[src/rtl/digit_serial_alu.sv]
// rtl/digit_serial_alu.sv - digit-serial ALU engine with start/busy/done handshake
//
// Captures two W-bit operands on an accepted start and processes one DIGIT_W-bit
// digit per clock through a combinational slice. SUB, ADD, logic ops, PASS and
// LSHFT walk digits LSB->MSB; RSHFT walks MSB->LSB. Digits above len stay zero.
//
// Optional feature macro: DIGIT_SERIAL_ALU_FLAGS_EN (adds zero/ovf outputs).
//
// Ports:
//   clk        in   system clock, all state on rising edge
//   rst        in   synchronous active-high reset, priority over start
//   start      in   operation request, accepted only in IDLE or DONE
//   cmd[2:0]   in   0 ADD, 1 SUB, 2 AND, 3 OR, 4 XOR, 5 RSHFT, 6 LSHFT, 7 PASS
//   len        in   number of active digits minus one
//   cin        in   carry-in for ADD
//   a, b       in   operands; b is the shift source
//   busy       out  high while digits are being processed
//   done       out  one-cycle pulse, result/carry_out valid
//   result     out  registered result word
//   carry_out  out  final carry, or bit shifted out
//   zero, ovf  out  (FLAGS_EN only) active-width zero and signed overflow

module digit_serial_alu #(
   parameter int DIGIT_W = 4,
   parameter int DIGITS  = 8,
   parameter int LEN_W   = $clog2(DIGITS)
) (
   input  logic                        clk,
   input  logic                        rst,
   input  logic                        start,
   input  logic [2:0]                  cmd,
   input  logic [LEN_W-1:0]            len,
   input  logic                        cin,
   input  logic [DIGIT_W*DIGITS-1:0]   a,
   input  logic [DIGIT_W*DIGITS-1:0]   b,
   output logic                        busy,
   output logic                        done,
   output logic [DIGIT_W*DIGITS-1:0]   result,
   output logic                        carry_out
`ifdef DIGIT_SERIAL_ALU_FLAGS_EN
   ,
   output logic                        zero,
   output logic                        ovf
`endif
);

   localparam int W = DIGIT_W * DIGITS;

   localparam logic [2:0] CMD_ADD   = 3'd0;
   localparam logic [2:0] CMD_SUB   = 3'd1;
   localparam logic [2:0] CMD_AND   = 3'd2;
   localparam logic [2:0] CMD_OR    = 3'd3;
   localparam logic [2:0] CMD_XOR   = 3'd4;
   localparam logic [2:0] CMD_RSHFT = 3'd5;
   localparam logic [2:0] CMD_LSHFT = 3'd6;

   typedef enum logic [1:0] {
      S_IDLE,
      S_RUN,
      S_DONE
   } state_t;

   state_t              state_q;
   logic                busy_q;
   logic                done_q;
   logic [2:0]          cmd_q;
   logic [LEN_W-1:0]    len_q;
   logic [LEN_W-1:0]    idx_q;
   logic [LEN_W-1:0]    idx_d;
   logic [W-1:0]        a_q;
   logic [W-1:0]        b_q;
   logic [W-1:0]        result_q;
   logic [W-1:0]        result_d;
   logic                c_q;
   logic                c_d;
   logic                last;

   logic [DIGIT_W-1:0]  a_dig;
   logic [DIGIT_W-1:0]  b_dig;
   logic [DIGIT_W-1:0]  b_op;
   logic [DIGIT_W-1:0]  dig_res;
   logic [DIGIT_W:0]    sum;

`ifdef DIGIT_SERIAL_ALU_FLAGS_EN
   logic                zero_q;
   logic                ovf_q;
   logic                ovf_d;
`endif

   assign a_dig = a_q[idx_q*DIGIT_W +: DIGIT_W];
   assign b_dig = b_q[idx_q*DIGIT_W +: DIGIT_W];

   // Digit slice: SUB reuses the adder with inverted b; its carry register was
   // preloaded with 1 to complete the two's complement.
   always_comb begin
      b_op    = (cmd_q == CMD_SUB) ? ~b_dig : b_dig;
      sum     = {1'b0, a_dig} + {1'b0, b_op} + {{DIGIT_W{1'b0}}, c_q};
      dig_res = a_dig;
      c_d     = 1'b0;
      case (cmd_q)
         CMD_ADD, CMD_SUB: begin
            dig_res = sum[DIGIT_W-1:0];
            c_d     = sum[DIGIT_W];
         end
         CMD_AND:   dig_res = a_dig & b_dig;
         CMD_OR:    dig_res = a_dig | b_dig;
         CMD_XOR:   dig_res = a_dig ^ b_dig;
         CMD_RSHFT: begin
            dig_res = {c_q, b_dig[DIGIT_W-1:1]};
            c_d     = b_dig[0];
         end
         CMD_LSHFT: begin
            dig_res = {b_dig[DIGIT_W-2:0], c_q};
            c_d     = b_dig[DIGIT_W-1];
         end
         default:   dig_res = a_dig;
      endcase

      result_d = result_q;
      result_d[idx_q*DIGIT_W +: DIGIT_W] = dig_res;

      // RSHFT counts down to digit 0, everything else counts up to len, so
      // the index never wraps.
      if (cmd_q == CMD_RSHFT) begin
         last  = (idx_q == '0);
         idx_d = idx_q - 1'b1;
      end else begin
         last  = (idx_q == len_q);
         idx_d = idx_q + 1'b1;
      end
   end

`ifdef DIGIT_SERIAL_ALU_FLAGS_EN
   // Carry into the digit MSB is recovered from the sum bit: s ^ a ^ b.
   always_comb begin
      ovf_d = 1'b0;
      if (cmd_q == CMD_ADD || cmd_q == CMD_SUB) begin
         ovf_d = sum[DIGIT_W] ^ (sum[DIGIT_W-1] ^ a_dig[DIGIT_W-1] ^ b_op[DIGIT_W-1]);
      end
   end
`endif

   always_ff @(posedge clk) begin
      if (rst) begin
         state_q  <= S_IDLE;
         busy_q   <= 1'b0;
         done_q   <= 1'b0;
         cmd_q    <= CMD_ADD;
         len_q    <= '0;
         idx_q    <= '0;
         a_q      <= '0;
         b_q      <= '0;
         result_q <= '0;
         c_q      <= 1'b0;
`ifdef DIGIT_SERIAL_ALU_FLAGS_EN
         zero_q   <= 1'b0;
         ovf_q    <= 1'b0;
`endif
      end else begin
         case (state_q)
            S_IDLE, S_DONE: begin
               done_q <= 1'b0;
               if (start) begin
                  state_q  <= S_RUN;
                  busy_q   <= 1'b1;
                  cmd_q    <= cmd;
                  len_q    <= len;
                  a_q      <= a;
                  b_q      <= b;
                  result_q <= '0;
                  c_q      <= (cmd == CMD_ADD) ? cin : (cmd == CMD_SUB);
                  idx_q    <= (cmd == CMD_RSHFT) ? len : '0;
`ifdef DIGIT_SERIAL_ALU_FLAGS_EN
                  zero_q   <= 1'b0;
                  ovf_q    <= 1'b0;
`endif
               end else begin
                  state_q <= S_IDLE;
                  busy_q  <= 1'b0;
               end
            end
            S_RUN: begin
               result_q <= result_d;
               c_q      <= c_d;
               if (last) begin
                  state_q <= S_DONE;
                  busy_q  <= 1'b0;
                  done_q  <= 1'b1;
`ifdef DIGIT_SERIAL_ALU_FLAGS_EN
                  zero_q  <= (result_d == '0);
                  ovf_q   <= ovf_d;
`endif
               end else begin
                  idx_q <= idx_d;
               end
            end
            default: begin
               state_q <= S_IDLE;
               busy_q  <= 1'b0;
               done_q  <= 1'b0;
            end
         endcase
      end
   end

   assign busy      = busy_q;
   assign done      = done_q;
   assign result    = result_q;
   assign carry_out = c_q;
`ifdef DIGIT_SERIAL_ALU_FLAGS_EN
   assign zero      = zero_q;
   assign ovf       = ovf_q;
`endif

endmodule

[config.mk]
export PLATFORM = sky130hd
export DESIGN_NAME = digit_serial_alu
export DESIGN_NICKNAME = d
export VERILOG_FILES = /design/src/rtl/digit_serial_alu.sv
export SDC_FILE = /design/constraint.sdc
export NUM_CORES = 1
export LEC_CHECK = 0
export ABC_AREA = 0
export BUFFER_PORTS_ARGS = -buffer_cell sky130_fd_sc_hd__buf_2
export CAP_MARGIN = 20
export CORE_UTILIZATION = 59
export DETAILED_ROUTE_END_ITERATION = 10
export GPL_TIMING_DRIVEN = 0
export HOLD_SLACK_MARGIN = 0.02
export PLACE_DENSITY_LB_ADDON = 0.12
export SYNTH_ARGS = -nofsm -noshare
export SYNTH_HDL_FRONTEND = slang
export SYNTH_SLANG_ARGS = --single-unit
[constraint.sdc]
create_clock -name clk -period 8.4 [get_ports clk]
set_input_delay 0.84 -clock clk [delete_from_list [all_inputs] [get_ports clk]]
set_output_delay 0.84 -clock clk [all_outputs]
set_load 0.01 [all_outputs]
After elaboration in Yosys (flattened, before gate mapping)
Index checks and enable logic that the tools add are counted. W data, S select, Z words.

Add/subtract/negate cells: 5. Multiply operators: 0. Div/mod/pow operators: 0. Order comparisons: 0. Equality and inequality tests: 14. Shift operators: 4. Multiplexer cells: 21. Bitwise gates (word level): 5. Reduce and logical (&&, ||, !) cells: 11.

Operators with widths (count): $pmux W32 S2 (1); $shiftx A32 B6 Y4 (2); $neg A5 Y34 (1); $shift A4 B34 Y32 const A (1); $shiftx A4 B34 Y32 (1); $bwmux W32 (1); $mux W32 (1); $pmux W4 S6 (1); $eq A3 B3 Y1 const B (4); $mux W3 (4); $logic_not A3 Y1 (3); $eq A3 B1 Y1 const B (2); $eq A3 B2 Y1 const B (2); $mux W1 (6); $ne A2 B2 Y1 const B (3); $pmux W3 S2 (1); $reduce_or A2 Y1 (3); $add A4 B4 Y5 (1); $add A5 B1 Y5 (1); $and A4 B4 Y4 (1); $mux W4 (1); $not A4 Y4 (1); $or A4 B4 Y4 (1); $pmux W1 S2 (2); other kinds (14) (15).

Flip-flop bits (word level): 110. Bits in latches: 0. RAM bits: 0. Bits in read-only memories: 0. Word-level logic and storage cells: 70. Memories: 0.

Logic depth before layout (Yosys ltp)
Gate-level depths: netlist (run 1).

Depth after elaboration: 9. Gate-level depth with buffers: 14. Gate-level depth less buffers: 12.

Worst setup path after synthesis (run 1)
No wires, ideal clock.

Kind: reg-to-reg. Start: reg idx_q[1]. End: reg result_q[13] (netlist: result[13]). Setup time: 0.134 ns. Arrival: 2.919 ns. Slack: 5.347 ns. Stages on the path, launching flop included: 14. Path through: dfxtp_1 buf_2 buf_6 mux2_1 o22ai_1 nor2_1 xnor2_1 fa_1 inv_1 fa_1 nand2_1 o211ai_1 o32ai_2 o21ai_1.

Word-level cells in the longest chain between the ends: 9. Elaborated cells between the ends (all ways): 15. Those cells by class: add/sub: 3; shift: 4; mux: 4; bitwise: 4.

RTL lines: start, declared (RTL line 68) `logic [LEN_W-1:0] idx_q;`; start signal, assigned (RTL line 172) `idx_q <= (cmd == CMD_RSHFT) ? len : '0;`; start signal, assigned (RTL line 194) `idx_q <= idx_d;`; $shiftx A32 B6 Y4 (RTL line 91) `assign b_dig = b_q[idx_q*DIGIT_W +: DIGIT_W];`; $not A4 Y4 (RTL line 96) `b_op = (cmd_q == CMD_SUB) ? ~b_dig : b_dig;`; $mux W4 (RTL line 96); $add A4 B4 Y5 (RTL line 97) `sum = {1'b0, a_dig} + {1'b0, b_op} + {{DIGIT_W{1'b0}}, c_q};`; $add A5 B1 Y5 (RTL line 97); $pmux W4 S6 (RTL line 100) `case (cmd_q)`; $shiftx A4 B34 Y32 (RTL line 120) `result_d[idx_q*DIGIT_W +: DIGIT_W] = dig_res;`; $bwmux W32 * (RTL line 120); $pmux W32 S2 * (RTL line 160) `case (state_q)`; end signal, assigned (RTL line 183) `result_q <= result_d;`; end, declared (RTL line 72) `logic [W-1:0] result_q;`.

Mark *: on every way between the ends. The rest lies on a longest branch, timed or not. A chain may end at the register's enable or synchronous reset.

Worst setup path in the final report (run 1)
Start: reg idx_q[1]. End: reg result_q[9] (netlist: result[9]).

Same word-level chain as after synthesis.

==> run_results.csv, run 1 <==
group,metric,value,unit
cells_and_area,layout.cells.most_common,"sky130_fd_sc_hd__nand2_1",
cells_and_area,layout_cells_sized_above_1,19.4,%
cells_and_area,seq_area,2180,um^2
worst_setup_path,critical_path_required,8640,ps
power,design_power_total,0.00123,W
worst_setup_path,cp-end-kind,"flip-flop",
clock_tree,clock_insertion_delay_worst_skew,370,ps
worst_setup_path,critical_path.cell_chain,"buf_2 > buf_6 > mux2_1 > o22ai_1 > nor2_1 > xnor2_1 > fa_1 > inv_1 > fa_1 > nand2_1 > o211ai_1 > o32ai_2 > o21ai_1",
worst_setup_path,cp_launch_type,"flip-flop",
clock_tree,cts_root_buf,"sky130_fd_sc_hd__clkbuf_8",
flow_run,max_cap_viol_count,0,
routing,routed_wire_length_per_instance,15.1,um
global_routing,grt_first_pass_wirelength,20.5,mm
cells_and_area,layout.nets,847,
global_routing,track_usage,28.7,%
placed_design,dp_hpwl,9.90,mm
routing,first_iter_violations,220,
floorplanning,dieHeight,95.8,um
clock_tree,cts.repair_timing.setup_buffer_count,0,
placed_design,gp_routability_congestion,0.925,
clock_tree,cts_made_buffers,9,
power,clockPowerShare,25.1,%
timing,setup-violations-final,0,
floorplanning,fp.dieArea,9180,um^2
floorplanning,die_w,95.8,um
timing,clock-skew-final,10.3,ps
synthesis,synth_flop_cell,"sky130_fd_sc_hd__dfxtp_1",
clock_tree,cts.path.max_buffers,2,
synthesis,syn_nets,729,
placed_design,numPortBuffers,107,
routing,firstDrtPassIters,5,
worst_setup_path,timing_worst_setup_path_type,"reg2reg",
cells_and_area,area_of_the_multi_input_gates,2750,um^2
clock_tree,cts.hold.buffers_added,0,
power,proportion_of_power_drawn_by_flip_flops_and_latches,45.7,%
global_routing,global_route.overflow_total,0,
clock_tree,cts.repair.resized,0,
clock_tree,cts_tree,"yes",
power,switchingPower,0.000427,W
synthesis,mappedNetlistArea,5190,um^2
synthesis,async_set_or_reset_flop_fraction_in_the_synthesized_netlist,0,%
cells_and_area,synthToLayoutAreaGrowth,16.4,%
timing,maxSlewViolCount,0,
synthesis,synth_seq_area_share,42.0,%
worst_setup_path,worst_path_max_delay_cell,"sky130_fd_sc_hd__o32ai_2",
timing,layout_min_cycle_time,3820,ps
clock_tree,htreeDepth,3,
power,p_per_area,203,nW/um^2
timing,rsz0062_at_grt,"no",
synthesis,yosys_register_bits,109,
routing,drc,0,
power,netSwitchingFraction,34.8,%
synthesis,ys_warn_count,0,
floorplanning,io-pin-count,109,
global_routing,number_of_global_route_vias_before_repair,4342,
worst_hold_path,hold_class,"reg2reg",
timing,hold_viol,0,
status,status,"complete, no violations",
worst_setup_path,crit_path_max_fanout,10,
global_routing,antenna_found_initial,0,
power,static-leakage-power,2.54,nW
cells_and_area,antennaDiodeCount,0,
synthesis,synth-edff-count,0,
synthesis,synth.distinct_cells,61,
cells_and_area,fillers,711,
timing,timing.max_slew.rel_slack,44.9,%
placed_design,total_instance_count_after_detailed_placement,847,
clock_tree,cts_sinks,109,
timing,timing_worst_slew_pin_value,827,ps
clock_tree,clkTransAtPathRegs,100,ps
worst_setup_path,crit_arrival,4060,ps
timing,fin_crit_sh,45.5,%
power,p_comb_share,29.2,%
floorplanning,initial_util,61.9,%
global_routing,largest_net_degree_at_the_start_of_global_routing,19,
cells_and_area,mostFrequentLayoutCells,"175 x sky130_fd_sc_hd__nand2_1, 110 x sky130_fd_sc_hd__buf_2, 109 x sky130_fd_sc_hd__dfxtp_1, 78 x sky130_fd_sc_hd__a21oi_1, 26 x sky130_fd_sc_hd__clkbuf_1",
routing,detail-route-antenna-nets,0,
floorplanning,placementRows,33,
routing,avgViaCountPerCell,5.62,
cells_and_area,instances_no_fill,863,
power,internal_power,0.000801,W
worst_setup_path,crit_top_cell,"sky130_fd_sc_hd__fa_1",
power,ir_worst_vdd,0.000129,V
floorplanning,fp.coreArea,8380,um^2
synthesis,syn_avg_cell_area,8.18,um^2
worst_setup_path,critical-path-max-stage-delay,640,ps
timing,tns,0,ps
timing,max_freq,261,MHz
routing,route.vias.total,4848,
synthesis,gate_count_after_technology_mapping,635,
routing,totalWireLength,13.0,mm
stage by stage:
stage          cell area [um^2]  hold slack [ps]  util [%]  setup WS, ps
5_1_grt                    6040              475      72.1          4430
6_report                   6040              451      72.1          4580
4_1_cts                    6040              454      72.1          4640
3_3_place_gp               5860              431      69.9          4710
3_5_place_dp               5860              435      69.9          4680
2_1_floorplan              5190              432         -          5350
state kept, by name, summed over array words and instances (netlist names):
signal / flops
a_q: 32
b_q: 32
carry_out: 1
cmd_q: 3
done: 1
idx_q: 3
len_q: 3
result: 32
state_q: 2
cell families (layout without fill, tap and decap cells):
group | Yosys count | in the layout | synth area share (%)
adder cells (fa/ha/maj) | 20 | 20 | 5.25
XOR/XNOR | 10 | 10 | 1.69
AO/OA/AOI/OAI | 161 | 161 | 19.7
flip-flops | 109 | 109 | 42.0
buffers and inverters | 62 | 185 | 5.06
multiplexers | 33 | 33 | 6.63
AND/OR/NAND/NOR | 240 | 240 | 19.6
critical path: cells and delay by family (launching register included):
| kind | cells | cell delay [ps] |
|---|---|---|
| multiplexers | 1 | 330 |
| adder cells (fa/ha/maj) | 2 | 840 |
| XOR/XNOR | 1 | 170 |
| AO/OA/AOI/OAI | 4 | 1190 |
| buffers and inverters | 3 | 510 |
| flip-flops | 1 | 400 |
| AND/OR/NAND/NOR | 2 | 240 |
path summary, 6_finish.rpt:
kind | slack (ps) | from | depth (start not counted) | end
max | 4580 | idx_q[1]$_SDFFE_PP0P_ | 13 | result[9]$_SDFFE_PP0P_
min | 450 | result[1]$_SDFFE_PP0P_ | 2 | result[1]$_SDFFE_PP0P_
max reg2reg | 4580 | idx_q[1]$_SDFFE_PP0P_ | 13 | result[9]$_SDFFE_PP0P_
min reg2reg | 450 | result[1]$_SDFFE_PP0P_ | 2 | result[1]$_SDFFE_PP0P_
layer usage:
layer	vias up	routed length, um	global-route usage (%)
li1	2427	-	-
met1	2265	5930	38.3
met2	139	6330	48.5
met3	17	647	3.79
met4	0	144	8.46
met5	-	0	0
power by group through the flow:
stage	logic [W]	clock network (W)	registers (W)
final	0.000358	0.000308	0.000562
after global routing	0.000394	0.000328	0.000565
after CTS	0.000355	0.000308	0.000561
after detailed placement	0.000353	0	0.000573
after global placement	0.000343	0	0.000572
after floorplan	0.000254	0	0.000570
synthesized netlist by cell type, types with 4 or more instances:
master / instances / area share (%)
sky130_fd_sc_hd__a32o_1: 4 / 0.77
sky130_fd_sc_hd__mux2_2: 7 / 1.5
sky130_fd_sc_hd__o22ai_1: 7 / 0.84
sky130_fd_sc_hd__buf_1: 8 / 0.58
sky130_fd_sc_hd__o21ai_0: 5 / 0.48
sky130_fd_sc_hd__nor3_1: 9 / 0.87
sky130_fd_sc_hd__a31oi_1: 5 / 0.60
sky130_fd_sc_hd__nand4_1: 4 / 0.48
sky130_fd_sc_hd__a311oi_1: 4 / 0.67
sky130_fd_sc_hd__clkbuf_1: 25 / 1.8
sky130_fd_sc_hd__nor2b_1: 4 / 0.48
sky130_fd_sc_hd__a21oi_1: 78 / 7.5
sky130_fd_sc_hd__nand2b_1: 5 / 0.60
sky130_fd_sc_hd__mux2_1: 4 / 0.87
sky130_fd_sc_hd__dfxtp_1: 109 / 42
sky130_fd_sc_hd__mux2i_1: 22 / 4.2
sky130_fd_sc_hd__inv_1: 18 / 1.3
sky130_fd_sc_hd__nand2_1: 175 / 13
sky130_fd_sc_hd__nor2_1: 24 / 1.7
sky130_fd_sc_hd__a2bb2oi_1: 4 / 0.67
sky130_fd_sc_hd__xnor2_1: 8 / 1.3
sky130_fd_sc_hd__ha_1: 17 / 4.1
sky130_fd_sc_hd__o21ai_1: 16 / 1.5
sky130_fd_sc_hd__a22o_1: 4 / 0.67
sky130_fd_sc_hd__o31ai_1: 9 / 1.3
final cells by class:
cell class              count  share of cell area [%]
inverters                  22                    1.37
clock buffers              11                    2.34
plain buffers              40                    2.98
flip-flops and latches    109                    36.1
repair buffers            107                    8.86
multi-input cells         464                    45.4
clock inverters             5                   0.725
well taps                 105                    2.17
(Power assumes the default switching activity.)
==> inputs of run 2 (changes only) <==
Settings changed: ABC_AREA 0 to 1, CORE_UTILIZATION 59 to 56.
Clock period 8.4 ns to 3.69 ns, I/O delays scaled along.
==> run 2 against run 1 <==
Net effect: final cell count grew 24%; fmax grew 14%; clock skew is essentially flat; largest power group unchanged; power grew to 2.6 times the previous value; final area grew 8.3%; global-route usage grew 0.98 points.
==> run_results.csv, run 2 <==
group,metric,value,unit
worst_setup_path,path_delay_family,"simple AND/OR/NAND/NOR gates",
global_routing,largest_net_degree_at_the_start_of_global_routing,18,
cells_and_area,layout_cells_sized_above_1,18.4,%
synthesis,syn_nets,912,
routing,detail-route-antenna-nets,0,
cells_and_area,synthToLayoutAreaGrowth,16.7,%
clock_tree,clock_insertion_delay_worst_skew,380,ps
worst_setup_path,worst_path_max_delay_cell,"sky130_fd_sc_hd__fa_1",
worst_setup_path,crit_top_cell,"sky130_fd_sc_hd__nor2_1",
routing,routed_wire_length_per_instance,13.9,um
clock_tree,cts_made_buffers,9,
worst_setup_path,critical-path-max-stage-delay,410,ps
timing,max_freq,299,MHz
clock_tree,htreeDepth,3,
floorplanning,die_w,102,um
timing,fin_crit_sh,90.7,%
placed_design,numPortBuffers,107,
global_routing,track_usage,29.7,%
global_routing,number_of_global_route_vias_before_repair,5248,
floorplanning,fp.dieArea,10400,um^2
routing,avgViaCountPerCell,5.27,
routing,first_iter_violations,264,
timing,rsz0062_at_grt,"no",
clock_tree,cts.path.max_buffers,2,
synthesis,yosys_register_bits,109,
cells_and_area,area_of_the_multi_input_gates,2860,um^2
synthesis,synth.top_cells.by_area,"sky130_fd_sc_hd__dfxtp_1 39%, sky130_fd_sc_hd__nor2_1 13%, sky130_fd_sc_hd__o21ai_0 7.9%",
clock_tree,cts_sinks,109,
clock_tree,cts_root_buf,"sky130_fd_sc_hd__clkbuf_8",
worst_setup_path,crit_path_max_fanout,10,
synthesis,netlist.area_leader.share,38.9,%
placed_design,dp_hpwl,11.5,mm
synthesis,synth.distinct_cells,36,
clock_tree,cts_tree,"yes",
worst_setup_path,cp_launch_type,"flip-flop",
worst_setup_path,crit_arrival,3610,ps
worst_setup_path,timing_worst_setup_path_type,"reg2reg",
cells_and_area,layout.nets,1030,
timing,tns,0,ps
floorplanning,initial_util,57.6,%
global_routing,antenna_found_initial,0,
synthesis,gate_count_after_technology_mapping,818,
floorplanning,dieHeight,102,um
routing,route.vias.total,5663,
synthesis,synth_seq_area_share,38.9,%
floorplanning,io-pin-count,109,
status,status,"complete, no violations",
synthesis,syn_avg_cell_area,6.86,um^2
power,ir_worst_vdd,0.000241,V
synthesis,async_set_or_reset_flop_fraction_in_the_synthesized_netlist,0,%
synthesis,ys_warn_count,0,
worst_setup_path,critical_path.cell_chain,"buf_6 > buf_2 > o21ai_0 > o21ai_0 > nand2_1 > nand2_1 > inv_1 > fa_1 > inv_1 > fa_1 > inv_1 > nor2_1 > nor2_1 > nand3_1 > nand4_1 > nor2_1 > nor2_1 > nor2_1",
timing,timing.max_slew.rel_slack,55.6,%
timing,setup-violations-final,0,
synthesis,synthDominantAreaCellType,"sky130_fd_sc_hd__dfxtp_1",
timing,hold_viol,0,
worst_setup_path,critical_path_required,3960,ps
flow_run,max_cap_viol_count,0,
worst_hold_path,hold_class,"in2reg",
cells_and_area,layout.cells.most_common,"sky130_fd_sc_hd__nor2_1",
synthesis,synth-edff-count,0,
timing,maxSlewViolCount,0,
routing,drc,0,
clock_tree,cts.repair_timing.setup_buffer_count,0,
placed_design,placed_area,6310,um^2
routing,firstDrtPassIters,5,
cells_and_area,fillers,880,
clock_tree,cts.hold.buffers_added,0,
global_routing,grt_first_pass_wirelength,24.0,mm
worst_setup_path,timing.critical_path.buf_inv,5,
clock_tree,cts.repair.resized,0,
cells_and_area,seq_area,2180,um^2
clock_tree,clkTransAtPathRegs,100,ps
cells_and_area,mostFrequentLayoutCells,"189 x sky130_fd_sc_hd__nor2_1, 114 x sky130_fd_sc_hd__buf_2, 109 x sky130_fd_sc_hd__dfxtp_1, 108 x sky130_fd_sc_hd__nand2_1, 89 x sky130_fd_sc_hd__o21ai_0",
global_routing,global_route.overflow_total,0,
power,static-leakage-power,2.97,nW
synthesis,yosys.cell_count.top_type,"sky130_fd_sc_hd__nor2_1",
routing,totalWireLength,14.9,mm
synthesis,synth_flop_cell,"sky130_fd_sc_hd__dfxtp_1",
worst_setup_path,cp-end-kind,"flip-flop",
cells_and_area,stdcell_area,6540,um^2
timing,timing_worst_slew_pin_value,665,ps
power,p_per_area,482,nW/um^2
timing,layout_min_cycle_time,3350,ps
cells_and_area,antennaDiodeCount,0,
floorplanning,placementRows,36,
placed_design,gp_routability_congestion,0.908,
timing,clock-skew-final,10.0,ps
floorplanning,fp.coreArea,9730,um^2
synthesis,mappedNetlistArea,5610,um^2
synthesis,synth.top_cells.by_count,"189 x sky130_fd_sc_hd__nor2_1, 109 x sky130_fd_sc_hd__dfxtp_1, 108 x sky130_fd_sc_hd__nand2_1, 89 x sky130_fd_sc_hd__o21ai_0, 81 x sky130_fd_sc_hd__inv_1",
run 2: final cells by class:
cell class | count | share of cell area, %
Buffer | 44 | 3.46
Inverter | 91 | 5.22
Tap cell | 133 | 2.54
Multi-Input combinational cell | 574 | 43.7
Clock buffer | 11 | 2.31
Sequential cell | 109 | 33.4
Timing Repair Buffer | 107 | 8.19
Clock inverter | 5 | 1.24
run 2: worst paths after layout:
path                                            start                      end  slack [ps]  cells after the start
worst max register to register  idx_q[0]$_SDFFE_PP0P_  result[13]$_SDFFE_PP0P_         340                     18
worst min-delay path                            a[17]     a_q[17]$_SDFFE_PP0P_         240                      3
worst max-delay path            idx_q[0]$_SDFFE_PP0P_  result[13]$_SDFFE_PP0P_         340                     18
worst min register to register   b_q[12]$_SDFFE_PP0P_     b_q[12]$_SDFFE_PP0P_         460                      2
run 2: per-layer routing:
metal	global-route usage, %	vias up	share of wire [%]
met1	37.7	2590	44
li1	-	2848	-
met4	11.3	0	2.3
met2	50.2	196	47
met3	5.40	29	6.6
met5	0	-	0
run 2: worst register-to-register path, delay by kind of cell, from the launching register on:
kind | cells | cell delay, ps
simple gates | 9 | 1030
flops | 1 | 400
compound gates | 2 | 340
buf+inv | 5 | 650
fa+ha+maj | 2 | 820
run 2: where the power goes:
group | switching [W] | internal [W]
clock | 0.000414 | 0.000422
combinational | 0.000681 | 0.000342
sequential | 0.0000401 | 0.00126
run 2: logic make-up after synthesis:
logic type,Yosys count,share of synthesized area (%)
flops,109,38.9
buf+inv,135,10.1
fa+ha+maj,20,4.86
xor+xnor,7,1.09
compound gates,160,14.6
simple gates,387,30.4
run 2: metrics by stage:
step / hold slack, ps / worst slack [ps] / cells / power [W] / util, %
floorplan: 429 / 1090 / 818 / 0.00204 / -
global placement: 445 / 370 / 1058 / 0.00229 / 64.9
detailed placement: 448 / 406 / 1058 / 0.00233 / 64.9
CTS: 230 / 357 / 1074 / 0.00315 / 67.2
global route: 240 / 94.0 / 1074 / 0.00335 / 67.2
finish: 236 / 342 / 1074 / 0.00316 / 67.2
